**config.mk**
```make
export PLATFORM = sky130hd
export DESIGN_NAME = nios_op_executor
export DESIGN_NICKNAME = d
export VERILOG_FILES = /design/src/rtl/nios_op_pkg.sv /design/src/rtl/nios_op_muldiv_seq.sv /design/src/rtl/nios_op_executor.sv
export SDC_FILE = /design/constraint.sdc
export NUM_CORES = 1
export LEC_CHECK = 0
export ABC_AREA = 1
export CAP_MARGIN = 20
export CORE_MARGIN = 4
export CORE_UTILIZATION = 45
export DETAILED_ROUTE_END_ITERATION = 12
export MAX_ROUTING_LAYER = met4
export PLACE_DENSITY = 0.6
export SETUP_SLACK_MARGIN = 0.3
export SYNTH_ARGS = -nofsm -noshare
export SYNTH_HDL_FRONTEND = slang
export SYNTH_HIERARCHICAL = 1
export SYNTH_SLANG_ARGS = --single-unit
```
**constraint.sdc**
```tcl
create_clock -name clk_clk -period 3.6 [get_ports clk_clk]
set_input_delay 0.9 -clock clk_clk [delete_from_list [all_inputs] [get_ports clk_clk]]
set_output_delay 0.9 -clock clk_clk [all_outputs]
set_load 0.03 [all_outputs]
```
**src/rtl/nios_op_pkg.sv**
```systemverilog
// Shared definitions for the Nios accumulator coprocessor: opcodes,
// FSM states and status-word bit positions.
package nios_op_pkg;

  localparam logic [3:0] OPC_NOP = 4'd0;
  localparam logic [3:0] OPC_ADD = 4'd1;
  localparam logic [3:0] OPC_SUB = 4'd2;
  localparam logic [3:0] OPC_MUL = 4'd3;
  localparam logic [3:0] OPC_DIV = 4'd4;
  localparam logic [3:0] OPC_CLR = 4'd5;

  typedef enum logic [1:0] {
    IDLE = 2'd0,
    EXEC = 2'd1,
    DONE = 2'd2
  } state_t;

  localparam int unsigned ST_BUSY = 0;
  localparam int unsigned ST_ACK  = 1;
  localparam int unsigned ST_DIV0 = 2;
  localparam int unsigned ST_OVF  = 3;

  // True when the opcode needs the iterative multiply/divide unit.
  function automatic logic uses_seq(input logic [3:0] opc, input logic operand_zero);
    return (opc == OPC_MUL) || ((opc == OPC_DIV) && !operand_zero);
  endfunction

endpackage

```
**src/rtl/nios_op_muldiv_seq.sv**
```systemverilog
// Iterative unsigned shift-add multiplier / restoring divider.
// Fixed latency of WIDTH cycles after start; done is high during the last
// iteration and lo/hi then present the final product or quotient/remainder.
module nios_op_muldiv_seq
  import nios_op_pkg::*;
#(
  parameter int unsigned WIDTH = 32
) (
  input  logic             clk,
  input  logic             rst,
  input  logic             start,
  input  logic             div_mode,
  input  logic [WIDTH-1:0] a,
  input  logic [WIDTH-1:0] b,
  output logic             done,
  output logic [WIDTH-1:0] lo,
  output logic [WIDTH-1:0] hi,
  output logic             overflow
);

  localparam int unsigned CW = $clog2(WIDTH);

  logic             running;
  logic             mode;
  logic [CW-1:0]    count;
  logic [WIDTH-1:0] lo_r;
  logic [WIDTH-1:0] hi_r;
  logic [WIDTH-1:0] opnd;
  logic [WIDTH:0]   sum;
  logic [WIDTH:0]   shifted;
  logic [WIDTH:0]   diff;

  // One iteration step; lo/hi are the working registers after this step.
  // Multiply: {hi,lo} holds partial product with the multiplier shifting out of lo.
  // Divide: hi is the partial remainder, lo shifts dividend out and quotient in.
  always_comb begin
    sum     = {1'b0, hi_r} + (lo_r[0] ? {1'b0, opnd} : '0);
    shifted = {hi_r, lo_r[WIDTH-1]};
    diff    = shifted - {1'b0, opnd};
    if (mode) begin
      if (!diff[WIDTH]) begin
        hi = diff[WIDTH-1:0];
        lo = {lo_r[WIDTH-2:0], 1'b1};
      end else begin
        hi = shifted[WIDTH-1:0];
        lo = {lo_r[WIDTH-2:0], 1'b0};
      end
    end else begin
      hi = sum[WIDTH:1];
      lo = {sum[0], lo_r[WIDTH-1:1]};
    end
    done     = running && (count == CW'(WIDTH - 1));
    overflow = |hi;
  end

  // Operand load on start, then WIDTH iterations.
  always_ff @(posedge clk) begin
    if (rst) begin
      running <= 1'b0;
      mode    <= 1'b0;
      count   <= '0;
      lo_r    <= '0;
      hi_r    <= '0;
      opnd    <= '0;
    end else if (start) begin
      running <= 1'b1;
      mode    <= div_mode;
      count   <= '0;
      lo_r    <= a;
      hi_r    <= '0;
      opnd    <= b;
    end else if (running) begin
      lo_r  <= lo;
      hi_r  <= hi;
      count <= count + 1'b1;
      if (done) running <= 1'b0;
    end
  end

endmodule

```
**src/rtl/nios_op_executor.sv**
```systemverilog
// Accumulator coprocessor behind Nios PIOs. A request is a flip of
// operation_in[31]; completion is signalled by the ack bit matching it.
module nios_op_executor
  import nios_op_pkg::*;
#(
  parameter int unsigned WIDTH = 32,
  parameter int unsigned OPC_W = 4
) (
  input  logic             clk_clk,
  input  logic             reset_reset,
  input  logic [31:0]      operation_in,
  input  logic [WIDTH-1:0] data_in,
  output logic [WIDTH-1:0] result_out,
  output logic [WIDTH-1:0] remainder_out,
  output logic [7:0]       status_out,
  output logic [7:0]       leds_out
);

  state_t           state;
  logic             req_r;
  logic [OPC_W-1:0] opc_r;
  logic [WIDTH-1:0] data_r;
  logic             tog_l;
  logic [OPC_W-1:0] opc_l;
  logic [WIDTH-1:0] operand_l;
  logic [WIDTH-1:0] acc;
  logic [WIDTH-1:0] rem;
  logic             ack;
  logic             busy;
  logic             div0;
  logic             ovf;
  logic [OPC_W-1:0] last_opc;

  logic             seq_start;
  logic             seq_done;
  logic [WIDTH-1:0] seq_lo;
  logic [WIDTH-1:0] seq_hi;
  logic             seq_ovf;
  logic             op_unused;

  assign op_unused = ^operation_in[30:OPC_W];

  // Multiply/divide operands are taken straight from the input registers on
  // the IDLE->EXEC edge so the WIDTH iterations fill the EXEC state exactly.
  assign seq_start = (state == IDLE) && (req_r != ack) && uses_seq(opc_r, data_r == '0);

  nios_op_muldiv_seq #(
    .WIDTH(WIDTH)
  ) u_seq (
    .clk     (clk_clk),
    .rst     (reset_reset),
    .start   (seq_start),
    .div_mode(opc_r == OPC_DIV),
    .a       (acc),
    .b       (data_r),
    .done    (seq_done),
    .lo      (seq_lo),
    .hi      (seq_hi),
    .overflow(seq_ovf)
  );

  // Input registers and request/execute/acknowledge sequencing.
  always_ff @(posedge clk_clk) begin
    if (reset_reset) begin
      state     <= IDLE;
      req_r     <= 1'b0;
      opc_r     <= '0;
      data_r    <= '0;
      tog_l     <= 1'b0;
      opc_l     <= '0;
      operand_l <= '0;
      acc       <= '0;
      rem       <= '0;
      ack       <= 1'b0;
      busy      <= 1'b0;
      div0      <= 1'b0;
      ovf       <= 1'b0;
      last_opc  <= '0;
    end else begin
      req_r  <= operation_in[31];
      opc_r  <= operation_in[OPC_W-1:0];
      data_r <= data_in;
      case (state)
        IDLE: begin
          if (req_r != ack) begin
            tog_l     <= req_r;
            opc_l     <= opc_r;
            operand_l <= data_r;
            busy      <= 1'b1;
            div0      <= 1'b0;
            ovf       <= 1'b0;
            state     <= EXEC;
          end
        end
        EXEC: begin
          case (opc_l)
            OPC_ADD: begin
              acc   <= acc + operand_l;
              state <= DONE;
            end
            OPC_SUB: begin
              acc   <= acc - operand_l;
              state <= DONE;
            end
            OPC_CLR: begin
              acc   <= '0;
              rem   <= '0;
              state <= DONE;
            end
            OPC_MUL: begin
              if (seq_done) begin
                acc   <= seq_lo;
                ovf   <= seq_ovf;
                state <= DONE;
              end
            end
            OPC_DIV: begin
              if (operand_l == '0) begin
                div0  <= 1'b1;
                state <= DONE;
              end else if (seq_done) begin
                acc   <= seq_lo;
                rem   <= seq_hi;
                state <= DONE;
              end
            end
            default: state <= DONE;
          endcase
        end
        DONE: begin
          ack      <= tog_l;
          busy     <= 1'b0;
          last_opc <= opc_l;
          state    <= IDLE;
        end
        default: state <= IDLE;
      endcase
    end
  end

  // Status word and output mirrors.
  always_comb begin
    status_out          = '0;
    status_out[ST_BUSY] = busy;
    status_out[ST_ACK]  = ack;
    status_out[ST_DIV0] = div0;
    status_out[ST_OVF]  = ovf;
    status_out[7:4]     = 4'(last_opc);
    result_out          = acc;
    remainder_out       = rem;
    leds_out            = acc[7:0];
  end

endmodule

```
Yosys cells after proc, flatten, opt, wreduce, memory -nomap -nowiden
Index checks and enable logic that the tools add are counted.
{ "op_classes": {"addsub": 5, "n_eq_ne": 18, "mux": 30, "reduce_logical": 22} }
{ "op_table": {"columns": ["cell", "count"], "rows": [
  ["$mux W32", 10],
  ["$pmux W32 S5", 1],
  ["$logic_not A32 Y1", 2],
  ["$pmux W32 S2", 1],
  ["$add A32 B33 Y33", 1],
  ["$sub A33 B32 Y33", 1],
  ["$add A32 B32 Y32", 1],
  ["$reduce_or A32 Y1", 1],
  ["$sub A32 B32 Y32", 1],
  ["$eq A4 B2 Y1 const B", 3],
  ["$eq A4 B3 Y1 const B", 3],
  ["$reduce_and A4 Y1", 3],
  ["$mux W1", 10],
  ["$ne A2 B2 Y1 const B", 5],
  ["$pmux W2 S2", 2],
  ["$reduce_bool A2 Y1", 4],
  ["$mux W2", 3],
  ["$pmux W1 S2", 3],
  ["$add A5 B1 Y5 const B", 1],
  ["$eq A5 B5 Y1 const B", 1],
  ["$reduce_bool A5 Y1", 1],
  ["$eq A4 B1 Y1 const B", 1],
  ["$logic_and A1 B1 Y1", 4],
  ["$ne A2 B1 Y1 const B", 2],
  ["9 further kinds", 10]
]} }
{ "totals": {"ff_bits": 251, "in_bits": 66, "out_inout_bits": 80, "elab_cells": 95} }

Logic depth before layout (Yosys ltp)
{ "logic_depth": {"word_depth": 7, "depth_mapped": 26, "ltp_nobuf": 25} }

Hierarchy
Netlist, hierarchy kept.
{ "modules_own_cells": {"columns": ["module", "instances", "cells_per_inst", "area_each_um2"], "rows": [
  ["nios_op_muldiv_seq", 1, 1786, 10078.4],
  ["nios_op_executor", 1, 1381, 8889.8]
]} }

Worst setup path before layout
OpenSTA, ideal clock, no wires.
{ "synth_path": {"path_kind": "reg2reg", "from": "reg u_seq.lo_r[31]", "to": "reg ovf", "arrival_ns": 2.628, "setup_slack_ns": 0.843, "stages_incl_launch_ff": 25, "period_less_slack_ns": 2.757, "path_cell_list": "dfxtp_1 > inv_1 > ha_1 > fa_1 > inv_1 > nand2_1 > nand2_1 > nand3_1 > nand2_2 > nand2_1 > nand2_2 > nand2_4 > nand2_4 > nand2_2 > nand3_2 > buf_4 > nand2_1 > a21oi_2 > nand2_1 > nor2_1 > nand2_1 > nor2_1 > nand2_1 > nand2_1 > a21oi_1"} }
{ "synth_via": {"elab_chain_len": 7} }
{ "synth_rtl": {"columns": ["element", "line_no", "source"], "rows": [
  ["start: declaration", "nios_op_muldiv_seq.sv:26", "logic [WIDTH-1:0] lo_r;"],
  ["start signal: assignment", "nios_op_muldiv_seq.sv:73", "lo_r <= lo;"],
  ["$sub A33 B32 Y33", "nios_op_muldiv_seq.sv:39", "diff = shifted - {1'b0, opnd};"],
  ["$mux W32 *", "nios_op_muldiv_seq.sv:41", "if (!diff[WIDTH]) begin"],
  ["$mux W32 *", "nios_op_muldiv_seq.sv:40", "if (mode) begin"],
  ["$reduce_or A32 Y1 *", "nios_op_muldiv_seq.sv:53", "overflow = |hi;"],
  ["net seq_ovf", "nios_op_executor.sv:38", "logic seq_ovf;"],
  ["$mux W1 *", "nios_op_executor.sv:111", "if (seq_done) begin"],
  ["$mux W1 *", "nios_op_executor.sv:96", "case (opc_l)"],
  ["$pmux W1 S2 *", "nios_op_executor.sv:83", "case (state)"],
  ["end signal: assignment", "nios_op_executor.sv:113", "ovf <= seq_ovf;"],
  ["end: declaration", "nios_op_executor.sv:31", "logic ovf;"]
]} }
Mark *: on every way through the listed nets, which the timed path passes. The rest lies on a longest branch. The select of a mux whose other input is x is not followed.
A chain may end at the register's enable or synchronous reset.

Worst setup path after layout
{ "layout_path": {"from": "reg opc_l[2]", "to": "reg acc[27] (netlist: result_out[27])"} }
{ "layout_via": {"elab_chain_len": 3} }
{ "layout_rtl": {"columns": ["element", "line_no", "source"], "rows": [
  ["start: declaration", "nios_op_executor.sv:24", "logic [OPC_W-1:0] opc_l;"],
  ["start signal: assignment", "nios_op_executor.sv:87", "opc_l <= opc_r;"],
  ["$eq A4 B3 Y1 (tied with other cells)", "nios_op_executor.sv:96", null],
  ["$reduce_bool A5 Y1 (no line) or $ne A2 B2 Y1 (tied branches)", null, null],
  ["$reduce_and A3 Y1 (no line)", null, null],
  ["end signal: assignment", "nios_op_executor.sv:98", "acc <= acc + operand_l;"],
  ["end signal: assignment", "nios_op_executor.sv:102", "acc <= acc - operand_l;"],
  ["end signal: assignment", "nios_op_executor.sv:112", "acc <= seq_lo;"],
  ["end: declaration", "nios_op_executor.sv:26", "logic [WIDTH-1:0] acc;"]
]} }
Several ways; a longest one is shown, not always the timed one.

==> flow_summary_export.csv <==
group,metric,value,unit
cells_and_area,num_antenna_cells,0,
clocking,root_buffer,"clkbuf_16",
cells_and_area,layout-drive-gt1-share,11.49,%
synth,yosys_register_bits,251,
placed_design,hpwl,56590,µm
synth,synth_top_flop_cell,"dfxtp_1",
cells_and_area,area_growth,20.62,%
detailed_routing,drc,0,
setup_path,r2r_slack,0.44,ns
sta,fin_crit,3.159,ns
synth,synth_nets,3334,
outcome,status,"finished clean",
detailed_routing,wl_per_cell,18.56,µm
detailed_routing,vias,20680,
flow_run,max-cap-violations,0,
synth,avgSynthCellArea,5.989,µm²
sta,finalHoldViolCount,0,
floorplanning,start_util,45.93,%
cells_and_area,ff_latch_area,5044,µm²
clocking,cts_max_level,1,
clocking,numCtsBuffers,30,
detailed_routing,avgViaCountPerCell,5.352,
clocking,clk-insertion-delay-late,0.60,ns
setup_path,r2r_end,"result_out[27]$_SDFFE_PP0P_",
clocking,cts_tree,"done",
sta,finalSetupViolCount,0,
setup_path,cp.arrival,3.69,ns
placed_design,place_congestion,0.9947,
setup_path,cp_data_required_time,4.13,ns
floorplanning,ios,146,
clocking,clkSlewWorstSetupHoldPaths,0.06,ns
cells_and_area,fin_nets,3475,
sta,slew_headroom,36.90,%
floorplanning,fp.dieH,213.3,µm
floorplanning,fp.dieW,213.3,µm
sta,fmax,316.6,MHz
clocking,clock-sinks,251,
setup_path,reg2regPathDepth,17,
setup_path,critPathCapture,"result_out[27]$_SDFFE_PP0P_",
synth,synth-edff-count,0,
setup_path,path_class,"flip-flop to flip-flop",
worst_hold_path,hold_path_class,"flip-flop to flip-flop",
sta,finClkSkew,0.02928,ns
sta,holdWs,0.4618,ns
synth,syn-cell-area,18970,µm²
synth,yosysWarnings,6,
sta,tightest_slew,0.9406,ns
setup_path,crit_start,"opc_l[2]$_SDFFE_PP0P_",
setup_path,cp-start-kind,"flip-flop",
placed_design,io_buffers,118,
cells_and_area,finish.utilization,55.41,%
detailed_routing,antenna_left,0,
setup_path,r2r-start,"opc_l[2]$_SDFFE_PP0P_",
sta,rsz0062_at_grt,"true",
sta,timing.final.crit_share,87.75,%
setup_path,cp_max_fo,19,
global_route,grt_usage,31.24,%
clocking,hold_buffers,0,
global_route,grt_first_pass_wirelength,107900,µm
synth,netlist_instances,3167,
global_route,grt_pass1_vias,18550,
global_route,antenna_found_initial,0,
global_route,overflow,0,
cells_and_area,nFillCells,4262,
sta,finalMaxSlewViolations,0,
detailed_routing,drt_iter0_drc,2167,
floorplanning,rows,74,
synth,async_flop_share,0,%
cells_and_area,multiInputGateArea,12020,µm²
floorplanning,core_region_area,41290,µm²
floorplanning,fp.dieArea,45500,µm²
setup_path,cp-end-kind,"flip-flop",
pwr,power_density,535.4,nW/µm²
detailed_routing,drt_pre_antenna_iters,6,
detailed_routing,routed_wl,71700,µm
synth,seq_area_frac_synth,26.49,%
synth,synth_cell_types,45,
pwr,ir_drop,0.5139,mV
global_route,grt_max_degree,76,
clocking,clockBufferDepth,3,
pwr,leakagePower,11.53,nW
worst min-delay path by stage:
stage                                   from                       endpoint  slack (ns)  depth (start not counted)
2_1_floorplan              div0$_SDFFE_PP0P_              div0$_SDFFE_PP0P_        0.44                          2
3_5_place_dp   remainder_out[2]$_SDFFE_PP0P_  remainder_out[2]$_SDFFE_PP0P_        0.46                          2
5_1_grt        remainder_out[4]$_SDFFE_PP0P_  remainder_out[4]$_SDFFE_PP0P_        0.48                          2
6_report       remainder_out[2]$_SDFFE_PP0P_  remainder_out[2]$_SDFFE_PP0P_        0.46                          2
4_1_cts        remainder_out[2]$_SDFFE_PP0P_  remainder_out[2]$_SDFFE_PP0P_        0.47                          2
3_3_place_gp     u_seq/count[4]$_SDFFE_PP0P_    u_seq/count[4]$_SDFFE_PP0P_        0.45                          2
layout by cell type (no fill, tap or decap), drive strengths merged, types with 2 or more instances in the layout:
cell type / synthesis / layout
ha: 98 / 98
nand4: 22 / 22
clkinv: 3 / 10
a22oi: 2 / 2
nand3b: 46 / 46
nand2: 959 / 961
clkinvlp: 0 / 3
xnor2: 5 / 5
and2: 6 / 6
a21oi: 217 / 217
buf: 49 / 108
inv: 534 / 536
clkbuf: 69 / 41
a21o: 8 / 8
o21ai: 158 / 158
nand3: 176 / 176
clkdlybuf4s50: 0 / 117
o31ai: 4 / 4
o211ai: 24 / 24
nor3: 30 / 30
o21bai: 17 / 17
or2: 5 / 5
nor2: 341 / 341
dfxtp: 251 / 251
nor4: 11 / 11
o21a: 9 / 9
and3: 4 / 4
a31oi: 34 / 34
xor2: 47 / 47
a211oi: 33 / 33
bufinv: 0 / 3
fa: 3 / 3
what timing repair did:
item | CTS | global route
setup endpoints to repair | 4 | 27
cloned | 0 | 2
pin swaps | 0 | 40
setup buffers | 1 | 20
gates resized for setup | 16 | 173
power breakdown:
part,internal (mW),switching (mW)
registers,2.98,0.257
logic,1.95,3.81
clock network,1.92,1.33
worst max-delay path, cell delays in order (launching register included):
cell,delay [ns]
dfxtp_2,0.34
nor2_1,0.14
nand3_2,0.14
buf_6,0.20
o31ai_2,0.08
xor2_1,0.20
inv_1,0.11
ha_1,0.38
nand2_1,0.17
nor2_2,0.20
nand3_1,0.18
nand2_2,0.16
nand2_1,0.06
nand2_1,0.16
nand2_1,0.12
nand3b_1,0.10
nand3_1,0.17
a21oi_2,0.17
per-stage QoR:
| stage | power [mW] | setup slack (ns) | cells | setup TNS, ns | instance area [µm²] |
|---|---|---|---|---|---|
| 6_report | 12.25 | 0.4411 | 3864 | 0 | 22880 |
| 5_1_grt | 13.00 | 0.2420 | 3864 | 0 | 22880 |
| 4_1_cts | 11.73 | 0.3164 | 3842 | 0 | 22070 |
| 3_5_place_dp | 8.417 | 0.03921 | 3785 | 0 | 20950 |
| 3_3_place_gp | 8.357 | -0.02796 | 3785 | -0.02796 | 20950 |
| 2_1_floorplan | 6.772 | 0.8432 | 3167 | 0 | 18970 |
layer usage:
| metal | vias up | track usage (%) | wire length [µm] |
|---|---|---|---|
| met3 | 103 | 4.966 | 6291 |
| li1 | 10290 | - | - |
| met2 | 786 | 45.30 | 30010 |
| met5 | - | - | 0 |
| met4 | 0 | 7.261 | 1701 |
| met1 | 9504 | 45.64 | 33690 |
registers in the layout, summed over array words and instances (netlist names), 2 cells and up:
signal	flops
u_seq/lo_r	32
last_opc	4
opc_r	4
result_out	32
u_seq/count	5
remainder_out	32
data_r	32
operand_l	32
u_seq/opnd	32
state	2
opc_l	4
u_seq/hi_r	32
cell usage after synthesis (11+ instances only):
| cell type | count | area [µm²] |
|---|---|---|
| buf_2 | 12 | 60.06 |
| nand2_1 | 942 | 3536 |
| nand3_1 | 165 | 825.8 |
| ha_1 | 98 | 1226 |
| o21bai_1 | 17 | 127.6 |
| buf_4 | 20 | 150.1 |
| nand2_2 | 13 | 81.33 |
| o21ai_1 | 11 | 55.05 |
| nor4_1 | 11 | 68.82 |
| xor2_1 | 47 | 411.6 |
| nor3_1 | 28 | 140.1 |
| o211ai_1 | 24 | 180.2 |
| inv_2 | 11 | 41.29 |
| clkbuf_1 | 69 | 259.0 |
| nand4_1 | 22 | 137.6 |
| o21ai_0 | 146 | 730.7 |
| a21oi_1 | 208 | 1041 |
| buf_1 | 12 | 45.04 |
| nand3_2 | 11 | 110.1 |
| a31oi_1 | 34 | 212.7 |
| inv_1 | 523 | 1963 |
| nand3b_1 | 46 | 345.3 |
| a211oi_1 | 33 | 247.7 |
| nor2_1 | 328 | 1231 |
| dfxtp_1 | 251 | 5025 |
cell type report:
class | count | share of cell area (%)
clock buffer | 41 | 3.812
clock inverter | 15 | 0.8203
inverter | 537 | 8.837
multi-input combinational | 2263 | 52.53
sequential | 251 | 22.04
tap | 532 | 2.909
timing repair buffer | 225 | 9.045
cell families after synthesis:
family                     after synthesis  share of synthesized area [%]
and+or+nand+nor                       1600                          35.51
buffers and inverters                  655                          13.63
AOI/OAI and AO/OA                      508                          15.18
DFF                                    251                          26.49
adders and majority gates              101                          6.781
xor gates and xnor gates                52                          2.401
(Power assumes the default switching activity.)
